==> src/rtl/issue_scheduler.sv <==
// issue_scheduler: single-entry decode/hold stage that captures operands, tracks CDB wakeups
// and dispatches round-robin to reservation stations. Optional stall counters: ISSUE_PERF_CNT_EN.
module issue_scheduler #(
  parameter int NUM_RS = 4,
  parameter int TAG_W  = 4
) (
  input  logic              clk,
  input  logic              rst_n,
  input  logic              in_valid,
  output logic              in_ready,
  input  logic [31:0]       in_instr,
  input  logic [31:0]       in_pc,
  input  logic [31:0]       in_imm,
  input  logic              in_pred,
  input  logic              in_branch,
  input  logic              in_jump,
  output logic [4:0]        rf_rs1,
  output logic [4:0]        rf_rs2,
  input  logic [31:0]       rs1_data,
  input  logic [31:0]       rs2_data,
  input  logic [TAG_W-1:0]  q_j,
  input  logic [TAG_W-1:0]  q_k,
  input  logic [NUM_RS-1:0] rs_busy,
  input  logic [TAG_W-1:0]  rob_tag,
  input  logic              rob_full,
  input  logic              lsq_full,
  input  logic              cdb_valid,
  input  logic [TAG_W-1:0]  cdb_tag,
  input  logic [31:0]       cdb_value,
  input  logic              flush,
  output logic              disp_valid,
  output logic [NUM_RS-1:0] disp_sel,
  output logic [31:0]       disp_vj,
  output logic [31:0]       disp_vk,
  output logic [TAG_W-1:0]  disp_qj,
  output logic [TAG_W-1:0]  disp_qk,
  output logic [2:0]        disp_alu_op,
  output logic [1:0]        disp_br_type,
  output logic [TAG_W-1:0]  disp_rob_tag,
  output logic [1:0]        disp_rob_type,
  output logic [4:0]        disp_dest,
  output logic              disp_writes,
  output logic              disp_lsq_load,
  output logic              disp_lsq_store
`ifdef ISSUE_PERF_CNT_EN
  ,
  output logic [31:0]       stall_rob_cnt,
  output logic [31:0]       stall_rs_cnt,
  output logic [31:0]       stall_lsq_cnt
`endif
);

  localparam int PTR_W = (NUM_RS > 1) ? $clog2(NUM_RS) : 1;

  localparam logic [6:0] OP_R      = 7'b0110011;
  localparam logic [6:0] OP_I      = 7'b0010011;
  localparam logic [6:0] OP_LOAD   = 7'b0000011;
  localparam logic [6:0] OP_STORE  = 7'b0100011;
  localparam logic [6:0] OP_BRANCH = 7'b1100011;

  typedef struct packed {
    logic [31:0]      vj;
    logic [31:0]      vk;
    logic [TAG_W-1:0] qj;
    logic [TAG_W-1:0] qk;
    logic [2:0]       alu_op;
    logic [1:0]       br_type;
    logic [1:0]       rob_type;
    logic [4:0]       dest;
    logic             writes;
    logic             is_load;
    logic             is_store;
  } entry_t;

  logic             hold_valid;
  entry_t           held;
  entry_t           cur;
  entry_t           new_entry;
  logic [PTR_W-1:0] rr_ptr;
  logic [PTR_W-1:0] chosen;
  logic [PTR_W-1:0] next_ptr;
  logic             free_rs;
  logic             needs_lsq;
  logic             fire;
  logic             accept;

  // Branch prediction info and the pre-decoded immediate are carried by other stages.
  logic unused_inputs;
  assign unused_inputs = ^{in_imm, in_pred, in_branch};

  assign rf_rs1 = in_instr[19:15];
  assign rf_rs2 = in_instr[24:20];

  // Decode and operand capture for the instruction being accepted this cycle.
  logic [6:0]  opcode;
  logic [2:0]  funct3;
  logic [6:0]  funct7;
  logic        is_r, is_imm_alu, is_load, is_store, is_branch, is_jump;
  logic        hit_j, hit_k;
  logic [31:0] src1_v, src2_v;
  logic [31:0] i_imm, s_imm;

  assign opcode     = in_instr[6:0];
  assign funct3     = in_instr[14:12];
  assign funct7     = in_instr[31:25];
  assign is_jump    = in_jump;
  assign is_r       = ~is_jump & (opcode == OP_R);
  assign is_imm_alu = ~is_jump & (opcode == OP_I);
  assign is_load    = ~is_jump & (opcode == OP_LOAD);
  assign is_store   = ~is_jump & (opcode == OP_STORE);
  assign is_branch  = ~is_jump & (opcode == OP_BRANCH);
  assign i_imm      = {{20{in_instr[31]}}, in_instr[31:20]};
  assign s_imm      = {{20{in_instr[31]}}, in_instr[31:25], in_instr[11:7]};

  assign hit_j  = cdb_valid && (q_j != '0) && (cdb_tag == q_j);
  assign hit_k  = cdb_valid && (q_k != '0) && (cdb_tag == q_k);
  assign src1_v = (q_j == '0) ? rs1_data : (hit_j ? cdb_value : 32'd0);
  assign src2_v = (q_k == '0) ? rs2_data : (hit_k ? cdb_value : 32'd0);

  // NOTE: every field gets a default before any branch so no path leaves a latch behind.
  always_comb begin
    new_entry          = '0;
    new_entry.vj       = src1_v;
    new_entry.qj       = hit_j ? '0 : q_j;
    new_entry.vk       = src2_v;
    new_entry.qk       = hit_k ? '0 : q_k;
    new_entry.dest     = in_instr[11:7];
    new_entry.is_load  = is_load;
    new_entry.is_store = is_store;
    new_entry.writes   = ~(is_branch | is_store);

    if (is_jump) begin
      new_entry.vj = in_pc;
      new_entry.qj = '0;
      new_entry.vk = 32'd4;
      new_entry.qk = '0;
    end else if (is_imm_alu || is_load) begin
      new_entry.vk = i_imm;
      new_entry.qk = '0;
    end else if (is_store) begin
      new_entry.vk = s_imm;
      new_entry.qk = '0;
    end

    if (is_r) begin
      if (funct7 == 7'b0000001) begin
        case (funct3)
          3'b000:  new_entry.alu_op = 3'b100;
          3'b001:  new_entry.alu_op = 3'b101;
          3'b100:  new_entry.alu_op = 3'b011;
          3'b111:  new_entry.alu_op = 3'b010;
          default: new_entry.alu_op = 3'b001;
        endcase
      end else if (funct7 == 7'b0000000 && funct3 == 3'b000) begin
        new_entry.alu_op = 3'b000;
      end else begin
        new_entry.alu_op = 3'b001;
      end
    end else if (is_branch) begin
      new_entry.alu_op = 3'b001;
    end

    if (is_branch) begin
      case (funct3)
        3'b000:  new_entry.br_type = 2'b10;
        3'b001:  new_entry.br_type = 2'b01;
        default: new_entry.br_type = 2'b11;
      endcase
    end

    if (is_branch)     new_entry.rob_type = 2'b00;
    else if (is_store) new_entry.rob_type = 2'b01;
    else if (is_load)  new_entry.rob_type = 2'b11;
    else               new_entry.rob_type = 2'b10;
  end

  // Held entry with any matching CDB broadcast folded in; feeds both outputs and the register.
  always_comb begin
    cur = held;
    if (cdb_valid && (held.qj != '0) && (cdb_tag == held.qj)) begin
      cur.vj = cdb_value;
      cur.qj = '0;
    end
    if (cdb_valid && (held.qk != '0) && (cdb_tag == held.qk)) begin
      cur.vk = cdb_value;
      cur.qk = '0;
    end
  end

  // Round-robin: scanning downward leaves the first free RS at or after rr_ptr.
  always_comb begin
    int idx;
    idx     = 0;
    free_rs = 1'b0;
    chosen  = '0;
    for (int i = NUM_RS - 1; i >= 0; i--) begin
      idx = int'(rr_ptr) + i;
      if (idx >= NUM_RS) idx = idx - NUM_RS;
      if (!rs_busy[idx[PTR_W-1:0]]) begin
        free_rs = 1'b1;
        chosen  = idx[PTR_W-1:0];
      end
    end
  end

  assign next_ptr  = (int'(chosen) == NUM_RS - 1) ? '0 : chosen + 1'b1;
  assign needs_lsq = held.is_load | held.is_store;
  assign fire      = hold_valid & ~flush & ~rob_full & free_rs & ~(needs_lsq & lsq_full);
  assign in_ready  = ~flush & (~hold_valid | fire);
  assign accept    = in_valid & in_ready;

  // NOTE: held fields are reset along with hold_valid so the disp_* buses are defined out of reset.
  always_ff @(posedge clk or negedge rst_n) begin
    if (!rst_n) begin
      hold_valid <= 1'b0;
      held       <= '0;
      rr_ptr     <= '0;
    end else begin
      // NOTE: non-blocking updates so every register samples pre-edge values of the others.
      if (accept) begin
        hold_valid <= 1'b1;
        held       <= new_entry;
      end else if (fire || flush) begin
        hold_valid <= 1'b0;
      end else if (hold_valid) begin
        held <= cur;
      end
      if (fire) rr_ptr <= next_ptr;
    end
  end

  assign disp_valid     = fire;
  assign disp_sel       = fire ? ({{(NUM_RS-1){1'b0}}, 1'b1} << chosen) : '0;
  assign disp_vj        = cur.vj;
  assign disp_vk        = cur.vk;
  assign disp_qj        = cur.qj;
  assign disp_qk        = cur.qk;
  assign disp_alu_op    = cur.alu_op;
  assign disp_br_type   = cur.br_type;
  assign disp_rob_tag   = rob_tag;
  assign disp_rob_type  = cur.rob_type;
  assign disp_dest      = cur.dest;
  assign disp_writes    = cur.writes;
  assign disp_lsq_load  = fire & cur.is_load;
  assign disp_lsq_store = fire & cur.is_store;

`ifdef ISSUE_PERF_CNT_EN
  // Each stalled cycle is charged to the first blocking resource only.
  logic stalled;
  assign stalled = hold_valid & ~fire;

  always_ff @(posedge clk or negedge rst_n) begin
    if (!rst_n) begin
      stall_rob_cnt <= '0;
      stall_rs_cnt  <= '0;
      stall_lsq_cnt <= '0;
    end else if (stalled) begin
      if (rob_full) begin
        if (stall_rob_cnt != '1) stall_rob_cnt <= stall_rob_cnt + 32'd1;
      end else if (!free_rs) begin
        if (stall_rs_cnt != '1) stall_rs_cnt <= stall_rs_cnt + 32'd1;
      end else if (needs_lsq && lsq_full) begin
        if (stall_lsq_cnt != '1) stall_lsq_cnt <= stall_lsq_cnt + 32'd1;
      end
    end
  end
`endif

endmodule
==> config.mk <==
export PLATFORM = sky130hd
export DESIGN_NAME = issue_scheduler
export DESIGN_NICKNAME = d
export VERILOG_FILES = /design/src/rtl/issue_scheduler.sv
export SDC_FILE = /design/constraint.sdc
export NUM_CORES = 1
export LEC_CHECK = 0
export CORE_ASPECT_RATIO = 2
export CORE_MARGIN = 4
export CORE_UTILIZATION = 37
export DETAILED_ROUTE_END_ITERATION = 8
export MAX_ROUTING_LAYER = met4
export PLACE_DENSITY = 0.78
export REMOVE_ABC_BUFFERS = 1
export SYNTH_ARGS = -nofsm -noshare
export SYNTH_HDL_FRONTEND = slang
export SYNTH_SLANG_ARGS = --single-unit
export TNS_END_PERCENT = 1
==> constraint.sdc <==
create_clock -name clk -period 4.1 [get_ports clk]
set_clock_uncertainty 0.2 [all_clocks]
set_input_delay 0.41 -clock clk [delete_from_list [all_inputs] [get_ports clk]]
set_output_delay 0.41 -clock clk [all_outputs]
set_load 0.01 [all_outputs]
==> results.yml, run 1 <==
outcome:
  outcome: "finished with violations"
  violations: "hold timing"
logic_synthesis:
  synth_top_area_frac: 0.305
  synth_commonest_cells: "nand2_1 (112), buf_4 (98), o21ai_0 (92)"
  synthesis.area_mm2: 0.00731
  synthTopCellsByArea: "dfrtp_1 (30%), buf_4 (10%), o21ai_0 (6.3%), nand2_1 (5.7%), mux2_2 (5.2%)"
  synth_cell_types: 60
  ys_ff_latch: 89
  synth-edff-count: 0
  syn_inst: 912
  synthArstFlopShare: 1.00
  yosys_warnings: 0
  synth_most_common_cell: "nand2_1"
  avgSynthCellArea_um2: 8.02
  yosysTopAreaCell: "dfrtp_1"
  ys_seq_area_frac: 0.305
  ys.flop_type: "dfrtp_1"
sta:
  tightest_slew_ps: 1170
  setup_tns_ps: 0
  slew_violations: 0
  fin_crit_sh: 0.862
  rsz0062_at_grt: "no"
  finalSetupViolCount: 0
  min_period_ps: 3530
  fin_ws_ps: 565
  finalHoldViolCount: 7
  fmax_mhz: 283
  fin_hold_ws_ps: -9.58
  relSlewSlack: 0.216
critical_path:
  start_kind: "primary input"
  endpoint: "disp_vk[27]"
  critPathLaunch: "cdb_tag[0]"
  worst-r2r-cell-count: 5
  regToRegStartpoint: "cur[0]"
  timing.rr.end: "held[70]"
  critical-path-max-stage-delay_ps: 610
  worst-path-buf-inv: 3
  crit_type: "primary input to output port"
  crit_arrival_ps: 2920
  cp.depth: 8
  crit_family: "buffers and inverters"
  path_max_fanout: 38
  crit_slowest_cell: "clkdlybuf4s50_1"
  endpoint_kind: "output port"
  crit_required_ps: 3490
  worstPathCellList: "clkdlybuf4s50_1 -> or2_2 -> o21ai_0 -> nor2b_4 -> buf_4 -> nand2_1 -> o21ai_0 -> clkdlybuf4s50_1"
  r2r_setup_slack_ps: 1270
clock_tree:
  cts-root-buf: "clkbuf_16"
  cts_tree: "built"
  cts_setup_buffers: 0
  cts_resized: 0
  clk_pin_slew_ps: 70
  cts_buffer_depth: 2
  cts_made_buffers: 9
  clk_latency_ps: 360
  htreeDepth: 3
  cts_hold_buffers: 0
  clkSinkCount: 89
floorplanning:
  dieHeight_um: 207
  design.core.area_mm2: 0.0194
  ios: 329
  initial_utilization: 0.378
  rows: 72
  die_x_um: 107
  dieArea_mm2: 0.0222
routing:
  drc: 0
  drt_pass1_iterations: 8
  dr_wl_met2_um: 14600
  wl_met3_um: 2460
  final_antenna_net_count: 0
  wl_per_cell_um: 21.8
  vias: 7504
  highest_layer: "met4"
  drt-total-wl_um: 28800
  vias_per_cell: 5.69
  met1Wirelength_um: 10400
  first_iter_violations: 456
global_routing:
  grt_start_max_net_pins: 70
  grt_pass1_vias: 7717
  grt_overflow: 0
  antenna_found_initial: 1
  gr-usage-all-layers: 0.262
  grt_pass1_wl_um: 43000
power:
  pwr-share-seq: 0.345
  pwr-share-comb: 0.415
  p_int_mw: 2.23
  p_sw_frac: 0.317
  power_leakage_nw: 4.09
  p_per_area_mw_per_mm2: 331
  clkPwrFrac: 0.241
  p_switching_mw: 1.03
  vdd_drop_max_mv: 0.188
placement:
  place_hpwl_um: 20700
  pre_cts_ws_ps: 562
  io_buffers: 276
  finalWeightedCongestion: 0.909
final_layout:
  drive_gt1_frac: 0.109
  syn_to_final_growth_pct: 34.4
  layout.nets: 1279
job:
  cap_violations: 0
min_path:
  hp-class: "primary input to asynchronous set/reset pin"
==> routing by layer <==
metal  up-vias  global-route usage
met5         -                   -
met4         0               0.149
met3        87              0.0741
met2       394               0.434
met1      3579               0.278
li1       3444                   -
==> final cells by class <==
type	count	area, um^2
timing repair buffer	301	2960
antenna	3	7.51
tap	259	324
sequential	89	2230
multi-input combinational	579	3780
inverter	73	274
clock buffer	15	258
fill	1823	9540
==> state kept, by name, summed over array words and instances (netlist names) <==
register / cells
held: 72
disp_dest: 5
rr_ptr: 2
disp_rob_type: 2
cur: 2
disp_alu_op: 3
hold_valid: 1
disp_br_type: 2
==> metrics by stage <==
step                      cells  total power [mW]   util  area [um^2]
after floorplan             741              1.72      -         6230
after global routing       1317              3.42  0.507         9820
after detailed placement   1301              2.49  0.494         9560
final                      1319              3.26  0.507         9830
after CTS                  1316              3.28  0.507         9820
after global placement     1301              2.46  0.494         9560
==> how the worst min path moves through the flow <==
stage / slack (ps) / cells past startpoint / startpoint / to
2_1_floorplan: -90 / 0 / rst_n / cur[0]
3_3_place_gp: 260 / 2 / disp_br_type[1] / disp_br_type[1]
3_5_place_dp: 270 / 2 / disp_dest[1] / disp_dest[1]
4_1_cts: 20 / 1 / rst_n / held[86]
5_1_grt: 40 / 1 / rst_n / held[86]
6_report: -10 / 1 / rst_n / held[86]
==> power by group through the flow <==
stage / Sequential [mW] / Clock [mW] / Combinational, mW
final: 1.12 / 0.783 / 1.35
after global routing: 1.14 / 0.833 / 1.45
after CTS: 1.12 / 0.805 / 1.36
after detailed placement: 1.14 / 0 / 1.35
after global placement: 1.13 / 0 / 1.33
after floorplan: 1.12 / 0 / 0.609
==> placed cells by master (no fill, tap or decap), types with 9 or more instances in the layout <==
| cell | netlist | layout |
|---|---|---|
| inv_1 | 73 | 73 |
| clkdlybuf4s50_1 | 0 | 274 |
| a21oi_1 | 38 | 38 |
| o31a_1 | 31 | 31 |
| nand2_1 | 112 | 112 |
| buf_4 | 98 | 25 |
| clkbuf_16 | 0 | 9 |
| mux2_2 | 34 | 34 |
| dfrtp_1 | 89 | 89 |
| a222oi_1 | 24 | 24 |
| and2_1 | 9 | 10 |
| o221a_2 | 31 | 31 |
| nor2b_1 | 11 | 10 |
| xnor2_1 | 9 | 9 |
| o21ai_1 | 30 | 30 |
| nor2_1 | 51 | 51 |
| o21ai_0 | 92 | 92 |
==> logic make-up after synthesis <==
family | synth area share
compound gates | 0.296
buf+inv | 0.185
simple gates | 0.136
flops | 0.305
mux | 0.0537
xor+xnor | 0.0168
fa+ha+maj | 0.00684
Power figures use the tool's default switching activity.
==> run 2, diff against run 1 <==
--- a/config.mk
+++ b/config.mk
@@ -7,10 +7,10 @@
 export LEC_CHECK = 0
 export CORE_ASPECT_RATIO = 2
 export CORE_MARGIN = 4
-export CORE_UTILIZATION = 37
+export CORE_UTILIZATION = 46
 export DETAILED_ROUTE_END_ITERATION = 8
 export MAX_ROUTING_LAYER = met4
-export PLACE_DENSITY = 0.78
+export PLACE_DENSITY = 0.93
 export REMOVE_ABC_BUFFERS = 1
 export SYNTH_ARGS = -nofsm -noshare
 export SYNTH_HDL_FRONTEND = slang
==> run 2 against run 1 <==
Global-route usage increased by 3.7 points. First-iteration DRC count rose by 52%. The run now ends clean. Fmax fell by 1.6%. Clock power down 2%. Final cell count decreased by 4.4%. Total power fell by 0.64%. Hold slack improved by 290 ps. Sequential cell count did not move.
==> results.yml, run 2 (synthesis gave the netlist of run 1 again) <==
outcome:
  outcome: "finished clean"
routing:
  vias_per_cell: 6.09
  drt_pass1_iterations: 6
  vias: 7683
  wl_per_cell_um: 21.6
  first_iter_violations: 692
  drc: 0
  final_antenna_net_count: 0
  drt-total-wl_um: 27200
clock_tree:
  clkSinkCount: 89
  cts_resized: 0
  htreeDepth: 3
  clk_latency_ps: 340
  cts_buffer_depth: 2
  cts_made_buffers: 9
  cts_tree: "built"
  cts-root-buf: "clkbuf_16"
  clk_pin_slew_ps: 60
sta:
  min_period_ps: 3590
  fin_ws_ps: 509
  slew_violations: 0
  relSlewSlack: 0.428
  rsz0062_at_grt: "no"
  finalSetupViolCount: 0
  fin_crit_sh: 0.876
  tightest_slew_ps: 859
  fmax_mhz: 278
  finalHoldViolCount: 0
global_routing:
  grt_pass1_vias: 7840
  antenna_found_initial: 1
  gr-usage-all-layers: 0.299
  grt_overflow: 0
  grt_pass1_wl_um: 42200
  grt_start_max_net_pins: 58
placement:
  pre_cts_ws_ps: 565
  io_buffers: 276
  finalWeightedCongestion: 0.909
  place_hpwl_um: 19800
floorplanning:
  die_x_um: 97.2
  ios: 329
  rows: 65
  initial_utilization: 0.466
  dieHeight_um: 186
  dieArea_mm2: 0.0181
  design.core.area_mm2: 0.0157
job:
  cap_violations: 0
critical_path:
  crit_type: "primary input to output port"
  crit_required_ps: 3490
  crit_arrival_ps: 2980
  start_kind: "primary input"
  r2r_setup_slack_ps: 1270
  endpoint_kind: "output port"
  path_max_fanout: 36
final_layout:
  mostFrequentLayoutCells: "clkdlybuf4s50_1 (274), nand2_1 (112), o21ai_0 (92), dfrtp_1 (89), inv_1 (73)"
  syn_to_final_growth_pct: 33.7
  final_common_cell: "clkdlybuf4s50_1"
  layout.nets: 1281
  final_util: 0.623
  drive_gt1_frac: 0.112
  largest_register: "held"
  largest_reg_flops: 72
power:
  p_per_area_mw_per_mm2: 331
  vdd_drop_max_mv: 0.204
  power_leakage_nw: 4.09
min_path:
  hp-class: "flip-flop to flip-flop"
[run 2: cell types whose count changed in the layout (fill, tap and decap cells not counted)]
cell | before | now
clkinv_2 | 0 | 2
clkbuf_1 | 5 | 2
clkinvlp_4 | 0 | 1
dlygate4sd3_1 | 0 | 1
buf_4 | 25 | 26
diode_2 | 3 | 1
[run 2: repair_timing]
action	CTS	global route
hold buffers	1	0
endpoints found under the setup margin	0	0
hold endpoints to repair	56	0
setup buffers	0	0
[run 2: through the flow]
| step | std cells | setup TNS (ps) | hold slack, ps | power, mW | cell area, um^2 |
|---|---|---|---|---|---|
| after CTS | 1260 | 0 | 277 | 3.24 | 9770 |
| after global placement | 1244 | 0 | 259 | 2.44 | 9500 |
| after detailed placement | 1244 | 0 | 263 | 2.47 | 9500 |
| final | 1261 | 0 | 277 | 3.24 | 9780 |
| after floorplan | 741 | -59070 | -85.6 | 1.72 | 6230 |
| after global routing | 1261 | 0 | 301 | 3.39 | 9780 |
[run 2: final cells by class]
| cell class | count | area [um^2] |
|---|---|---|
| Inverter | 73 | 274 |
| Antenna cell | 1 | 2.50 |
| Tap cell | 201 | 251 |
| Clock buffer | 12 | 246 |
| Fill cell | 1294 | 5920 |
| Multi-Input combinational cell | 579 | 3780 |
| Clock inverter | 3 | 17.5 |
| Timing Repair Buffer | 303 | 2970 |
| Sequential cell | 89 | 2230 |
[run 2: final timing paths]
path                                   endpoint            start  cells after the start
worst max-delay path                disp_vk[22]       cdb_tag[0]                      8
worst min-delay path            disp_br_type[1]  disp_br_type[1]                      2
worst max register to register         held[19]           cur[0]                      6
worst min register to register  disp_br_type[1]  disp_br_type[1]                      2
max in group asynchronous              held[22]            rst_n                      3
min in group asynchronous              held[84]            rst_n                      2
[run 2: layer usage]
layer | share of wire | global-route usage | routed length (um) | vias to the layer above
met5 | 0 | - | 0 | -
met4 | 0.056 | 0.166 | 1540 | 0
met3 | 0.089 | 0.0651 | 2420 | 114
met2 | 0.51 | 0.515 | 13900 | 518
met1 | 0.34 | 0.313 | 9370 | 3626
li1 | - | - | - | 3425
[run 2: worst max-delay path, stage by stage]
cell             delay (ps)
clkdlybuf4s50_1         570
or2_2                   350
o21ai_0                 240
nor2b_4                 230
buf_4                   350
nand2_1                  90
o21ai_0                  90
clkdlybuf4s50_1         640
[run 2: report_power, final]
part           total (mW)  internal, mW  switching, mW  leakage, nW
logic                1.34         0.763          0.576         2.86
registers            1.13          1.04         0.0914         1.11
clock network       0.770         0.423          0.347        0.128
